### config.mk
export PLATFORM = sky130hd
export DESIGN_NAME = dm_cache
export DESIGN_NICKNAME = d
export VERILOG_FILES = /design/src/rtl/dm_cache.sv
export SDC_FILE = /design/constraint.sdc
export NUM_CORES = 2
export LEC_CHECK = 0
export CAP_MARGIN = 30
export CORE_MARGIN = 5
export CORE_UTILIZATION = 47
export DETAILED_ROUTE_END_ITERATION = 10
export GPL_ROUTABILITY_DRIVEN = 0
export PLACE_DENSITY = 0.66
export SLEW_MARGIN = 0
export SYNTH_ARGS = -nofsm -noshare
export SYNTH_HDL_FRONTEND = slang
export SYNTH_SLANG_ARGS = --single-unit
### constraint.sdc
create_clock -name clk -period 8.8 [get_ports clk]
set_input_delay 2.64 -clock clk [delete_from_list [all_inputs] [get_ports clk]]
set_output_delay 2.64 -clock clk [all_outputs]
set_load 0.01 [all_outputs]
### src/rtl/dm_cache.sv
// Direct-mapped, write-back, write-allocate cache with 32-byte lines held in flip-flops.
// A single CHECK/WRITEBACK/ALLOCATE controller services one CPU request at a time.
module dm_cache #(
    parameter int S_INDEX = 3
) (
    input  logic         clk,
    input  logic         rst,
    input  logic         mem_read,
    input  logic         mem_write,
    input  logic [3:0]   mem_byte_enable,
    input  logic [31:0]  mem_address,
    input  logic [31:0]  mem_wdata,
    output logic [31:0]  mem_rdata,
    output logic         mem_resp,
    output logic         pmem_read,
    output logic         pmem_write,
    output logic [31:0]  pmem_address,
    output logic [255:0] pmem_wdata,
    input  logic [255:0] pmem_rdata,
    input  logic         pmem_resp
);

    localparam int SETS  = 1 << S_INDEX;
    localparam int TAG_W = 27 - S_INDEX;

    typedef enum logic [1:0] {
        CHECK     = 2'd0,
        WRITEBACK = 2'd1,
        ALLOCATE  = 2'd2
    } state_t;

    state_t             state_r;
    logic               valid_r [SETS];
    logic               dirty_r [SETS];
    logic [TAG_W-1:0]   tag_r   [SETS];
    logic [255:0]       line_r  [SETS];

    logic [S_INDEX-1:0] index_s;
    logic [TAG_W-1:0]   tag_s;
    logic [2:0]         word_s;
    logic               req_s;
    logic               hit_s;
    logic [255:0]       cur_line_s;
    logic [31:0]        cur_word_s;
    logic [31:0]        merged_word_s;
    logic               unused_s;

    // Byte-masked merge of CPU write data into an existing word.
    function automatic logic [31:0] merge_bytes(input logic [31:0] old_word,
                                                input logic [31:0] new_word,
                                                input logic [3:0]  be);
        logic [31:0] m;
        m = old_word;
        for (int i = 0; i < 4; i++) begin
            if (be[i]) begin
                m[i*8 +: 8] = new_word[i*8 +: 8];
            end else begin
                m[i*8 +: 8] = old_word[i*8 +: 8];
            end
        end
        return m;
    endfunction

    assign index_s       = mem_address[4+S_INDEX:5];
    assign tag_s         = mem_address[31:5+S_INDEX];
    assign word_s        = mem_address[4:2];
    assign req_s         = mem_read | mem_write;
    assign cur_line_s    = line_r[index_s];
    assign cur_word_s    = cur_line_s[{word_s, 5'b00000} +: 32];
    assign hit_s         = valid_r[index_s] && (tag_r[index_s] == tag_s);
    assign merged_word_s = merge_bytes(cur_word_s, mem_wdata, mem_byte_enable);
    assign unused_s      = ^mem_address[1:0];

    // Output decode: CPU response is combinational on a hit, memory side follows the state.
    always_comb begin
        mem_resp     = 1'b0;
        mem_rdata    = 32'd0;
        pmem_read    = 1'b0;
        pmem_write   = 1'b0;
        pmem_address = 32'd0;
        pmem_wdata   = 256'd0;
        case (state_r)
            CHECK: begin
                if (req_s && hit_s) begin
                    mem_resp  = 1'b1;
                    mem_rdata = cur_word_s;
                end else begin
                    mem_resp  = 1'b0;
                end
            end
            WRITEBACK: begin
                pmem_write   = 1'b1;
                pmem_address = {tag_r[index_s], index_s, 5'b00000};
                pmem_wdata   = cur_line_s;
            end
            ALLOCATE: begin
                pmem_read    = 1'b1;
                pmem_address = {tag_s, index_s, 5'b00000};
            end
            default: begin
                mem_resp = 1'b0;
            end
        endcase
    end

    // Controller state plus per-set valid/dirty bookkeeping.
    always_ff @(posedge clk) begin
        if (!rst) begin
            state_r <= CHECK;
            for (int i = 0; i < SETS; i++) begin
                valid_r[i] <= 1'b0;
                dirty_r[i] <= 1'b0;
            end
        end else begin
            case (state_r)
                CHECK: begin
                    if (req_s && !hit_s) begin
                        state_r <= (valid_r[index_s] && dirty_r[index_s]) ? WRITEBACK : ALLOCATE;
                    end else if (req_s && mem_write) begin
                        dirty_r[index_s] <= 1'b1;
                    end
                end
                WRITEBACK: begin
                    if (pmem_resp) begin
                        state_r <= ALLOCATE;
                    end
                end
                ALLOCATE: begin
                    if (pmem_resp) begin
                        valid_r[index_s] <= 1'b1;
                        dirty_r[index_s] <= 1'b0;
                        state_r          <= CHECK;
                    end
                end
                default: begin
                    state_r <= CHECK;
                end
            endcase
        end
    end

    // Line and tag storage; not cleared by reset, but never written while reset is asserted.
    always_ff @(posedge clk) begin
        if (rst && (state_r == CHECK) && req_s && hit_s && mem_write) begin
            line_r[index_s][{word_s, 5'b00000} +: 32] <= merged_word_s;
        end else if (rst && (state_r == ALLOCATE) && pmem_resp) begin
            line_r[index_s] <= pmem_rdata;
            tag_r[index_s]  <= tag_s;
        end
    end

endmodule

# Yosys cells after proc, flatten, opt, wreduce, memory -nomap -nowiden
# Memories as Yosys holds them, arrays and structs flattened.
# Cells that the tools add are included.
[totals]
regBits = 2
ramBits = 2256
input_bits = 329
mem_count = 4
out_inout_bits = 323
[classes]
n_bitwise = 258
shifts = 3
n_reduce_logical = 16
eq_ne = 6
muxes = 295
add_sub_neg = 1
[mem_list]
columns = ["memory", "depth", "word_bits", "rd", "rd_clocked_by_memory_dff", "wr", "line_no", "source"]
rows = [
  ["line_r", 8, 256, 1, 0, 1, "36", "logic [255:0] line_r [SETS];"],
  ["tag_r", 8, 24, 1, 0, 1, "35", "logic [TAG_W-1:0] tag_r [SETS];"],
  ["dirty_r", 8, 1, 1, 0, 8, "34", "logic dirty_r [SETS];"],
  ["valid_r", 8, 1, 1, 0, 8, "33", "logic valid_r [SETS];"],
]
[op_table]
columns = ["cell", "count"]
rows = [
  ["$mux 256", 2],
  ["$mux 1", 279],
  ["$or 1x1->1", 258],
  ["$shift 32x10->256 const A", 1],
  ["$shiftx 256x9->32", 1],
  ["$shiftx 32x10->256", 1],
  ["$mux 32", 2],
  ["$pmux 32 s2", 1],
  ["$mux 8", 4],
  ["$eq 24x24->1", 1],
  ["$logic_and 1x1->1", 11],
  ["$neg 8->10", 1],
  ["$mux 2", 4],
  ["$mux 3", 2],
  ["$ne 2x2->1 const B", 3],
  ["$pmux 2 s3", 1],
  ["$reduce_and 3->1", 1],
  ["$eq 2x1->1 const B", 1],
  ["$eq 2x2->1 const B", 1],
  ["$logic_not 2->1", 1],
  ["$reduce_or 1->1", 2],
  ["$logic_not 1->1", 1],
]

# Longest topological paths before layout
# An unclocked memory read counts as a cell.
[depth]
depth_word = 12
ltp_mapped = 16
mapped_depth_nobuf = 8

# Least setup slack after synthesis
# No wires, ideal clock.
[synth_timing]
path_kind = "input -> output"
startpoint = "input port mem_address[7]"
endpoint = "output port mem_rdata[29]"
required_ps = 6160
stages = 12
path_buffers = 4
path_slack_ps = 887
t_arrival_ps = 5273
path_cell_list = "buf_4 buf_2 buf_2 mux4_2 mux2i_1 xor2_1 o2111ai_1 or3_1 nor4_4 o21ai_2 buf_6 nor4_2"
[synth_between]
elab_chain_len = 6
word_cells_on_any_way = 9
[synth_lines]
columns = ["element", "line_no", "source"]
rows = [
  ["from (decl)", "11", "input logic [31:0] mem_address,"],
  ["branches (longest 4 deep; another with $mem_v2 8x256)", "--", ""],
  ["$mux 32 (*)", "84", "if (req_s && hit_s) begin"],
  ["$mux 32 (*)", "82", "case (state_r)"],
  ["to (decl)", "13", "output logic [31:0] mem_rdata,"],
]
# Every way passes the cells marked *.

# Worst setup path in the final report
[layout_timing]
startpoint = "input port mem_address[3]"
endpoint = "output port mem_rdata[30]"
[layout_between]
elab_chain_len = 3
[layout_lines]
columns = ["element", "line_no", "source"]
rows = [
  ["$shiftx 256x9->32", "69", "assign cur_word_s = cur_line_s[{word_s, 5'b00000} +: 32];"],
  ["$mux 32", "84", ""],
  ["$mux 32", "82", ""],
]
# No other way between the ends.

==> run_results.csv <==
group,metric,value,unit
critical_path,worstPathRequired,6.16,ns
finish,final_nets,7491,
clock_tree,cts_made_buffers,221,
power,peakVddDrop,235.4,uV
job,maxCapViolCount,0,
drt,drt-wirelength-per-cell,38.62,um
timing,finalCriticalPeriod,8.875,ns
timing,skew,0.09113,ns
grt,grt_pass1_wl,522.3,mm
critical_path,reg2reg_from,"tag_r[0][7]",
timing,setup-tns-final,-0.07515,ns
grt,grt_pass1_vias,63900,
drt,ant_nets,0,
synth,synthDistinctLibCells,97,
synth,synth-edff-count,2240,
drt,viasPerCell,6.704,
drt,drc_errors,0,
synth,synth-async-reset-ratio,0,%
synth,netlist_instances,5865,
critical_path,cp-endpoint,"mem_rdata[30]",
power,leakage,40.35,nW
timing,setup_viol,1,
drt,firstDrtPassIters,8,
synth,avgSynthCellArea,16.12,um^2
grt,gr-total-overflow,0,
finish,fill_cells,15090,
finish,final_cell_mix,"edfxtp_1 (2240), buf_4 (730), clkdlybuf4s50_1 (632)",
drt,vias,67180,
finish,drive_above_1_share,25.05,%
place,io_buffer_count,644,
timing,fmax,112.7,MHz
clock_tree,cts_root_buf,"clkbuf_16",
synth,synth_seq_cells,2258,
grt,grt_max_degree,142,
finish,multi_input_area,0.02534,mm^2
finish,post-route-util,59.08,%
synth,ys_warn_count,0,
critical_path,rrSetupSlack,3.92,ns
timing,period_share,100.9,%
drt,routed_wl,387.0,mm
place,pre_cts_slack,-0.2502,ns
clock_tree,clock_sinks,2258,
floorplan,placementRows,164,
power,p_per_area,203.4,mW/mm^2
floorplan,initial_core_util,47.30,%
clock_tree,cts-hold-fix-buffers,0,
clock_tree,clk_pin_slew,0.06,ns
critical_path,crit_fanout,15,
finish,final_common_cell,"edfxtp_1",
status,status,"complete, but fails checks",
critical_path,startpoint_type,"input pin",
finish,seqCellArea,0.06762,mm^2
timing,drv_slew,0,
timing,setup_ws,-0.07515,ns
floorplan,core_area,0.1999,mm^2
clock_tree,cts_tree,"built",
critical_path,ff2ff_path_depth,11,
place,dp_hpwl,263.3,mm
timing,slew_headroom,21.84,%
grt,antenna_found_initial,22,
synth,ys_seq_area_share,71.54,%
floorplan,ioPinCount,652,
synth,synth_area,0.09453,mm^2
critical_path,endpoint_kind,"output pin",
floorplan,die_height,458.5,um
finish,syn2layout_area_growth,24.90,%
floorplan,chipWidth,458.5,um
critical_path,cp-startpoint,"mem_address[3]",
grt,grt.total_usage,35.87,%
synth,synth_top_flop_cell,"edfxtp_1",
drt,drt_iter0_markers,10440,
timing,hold_viol_final,0,
timing,whs,0.4635,ns
timing,tightest_slew,1.162,ns
clock_tree,clk_path_buf_depth,3,
clock_tree,h-tree-depth,4,
clock_tree,clock_latency,0.90,ns
critical_path,worstSetupPathType,"input pin to output pin",
floorplan,fp.dieArea,0.2102,mm^2
critical_path,worstPathArrival,6.24,ns
status,violations,"negative setup slack",
worst_hold_path,min_path_type,"register to register",
critical_path,reg2reg_to,"line_r[0][84]",
## registers in the layout, summed over array words and instances (netlist names)
signal,cells
tag_r,192
dirty_r,8
state_r,2
line_r,2048
valid_r,8
## where the power goes
group / switching [mW] / internal, mW / total [mW]
Combinational: 1.69 / 0.920 / 2.61
Sequential: 0.0166 / 12.0 / 12.0
Clock: 4.18 / 5.25 / 9.44
## cell type report
class / instances / share of cell area [%]
Sequential cell: 2258 / 57.28
Multi-Input combinational cell: 3124 / 21.46
Timing Repair Buffer: 1534 / 12.27
Clock buffer: 281 / 4.893
Tap cell: 2656 / 2.815
Clock inverter: 132 / 1.179
Inverter: 15 / 0.06464
Antenna cell: 21 / 0.04451
## layer usage
layer | GRT usage (%) | vias to the layer above | wire length (um)
met5 | 0.3394 | - | 165
met4 | 30.42 | 12 | 41150
met3 | 9.707 | 1300 | 50820
met2 | 51.74 | 5731 | 165500
met1 | 45.12 | 33710 | 129400
li1 | - | 26420 | -
## cells by family (layout without fill, tap and decap cells)
family | count (synthesis) | count (layout) | share of synthesized area [%]
compound gates | 1239 | 1239 | 9.984
mux | 730 | 730 | 10.08
buf+inv | 487 | 1962 | 2.576
flops | 2258 | 2258 | 71.54
xor+xnor | 7 | 7 | 0.06486
simple gates | 1135 | 1135 | 5.644
other cells | 1 | 26 | 0.003967
fa+ha+maj | 8 | 8 | 0.1059
## worst min path at each step
| stage | start | endpoint | slack [ns] | depth (start not counted) |
|---|---|---|---|---|
| final | valid_r[6] | valid_r[6] | 0.46 | 2 |
| after global routing | valid_r[4] | valid_r[4] | 0.49 | 2 |
| after CTS | valid_r[2] | valid_r[2] | 0.46 | 2 |
| after detailed placement | valid_r[2] | valid_r[2] | 0.44 | 2 |
| after global placement | valid_r[6] | valid_r[6] | 0.43 | 2 |
| after floorplan | valid_r[2] | valid_r[2] | 0.42 | 2 |
## stage by stage
stage	cell area [um^2]	instances	power [mW]
2_1_floorplan	94550	5869	13.22
3_3_place_gp	110100	9522	14.63
3_5_place_dp	110300	9555	14.67
4_1_cts	117600	9968	23.89
5_1_grt	118000	10000	24.49
6_report	118100	10020	24.01
## Yosys cell counts (126+ instances only)
master / instances / area share, %
mux4_2: 146 / 3.5
nand2_1: 188 / 0.75
nor2_1: 439 / 1.7
clkbuf_1: 190 / 0.75
nand3_1: 197 / 1.0
mux2i_1: 265 / 2.8
edfxtp_1: 2240 / 71
mux2_2: 318 / 3.8
o31ai_1: 126 / 1.0
a21oi_1: 144 / 0.76
buf_2: 162 / 0.86
a221oi_1: 197 / 1.8
a22oi_1: 130 / 1.0
## worst max-delay path, stage by stage
cell	delay, ns
clkdlybuf4s50_1	0.78
buf_12	0.26
nand2b_1	0.50
nor2_1	0.37
nand2_1	0.16
o21ai_0	0.29
or3_4	0.55
nor2_1	0.11
clkdlybuf4s50_1	0.55
## timing repair
action,CTS,global route
endpoints found under the setup margin,20,28
pin swaps,0,4
setup buffers,0,3
cloned,0,3
gates resized for setup,22,37
Power figures use the tool's default switching activity.
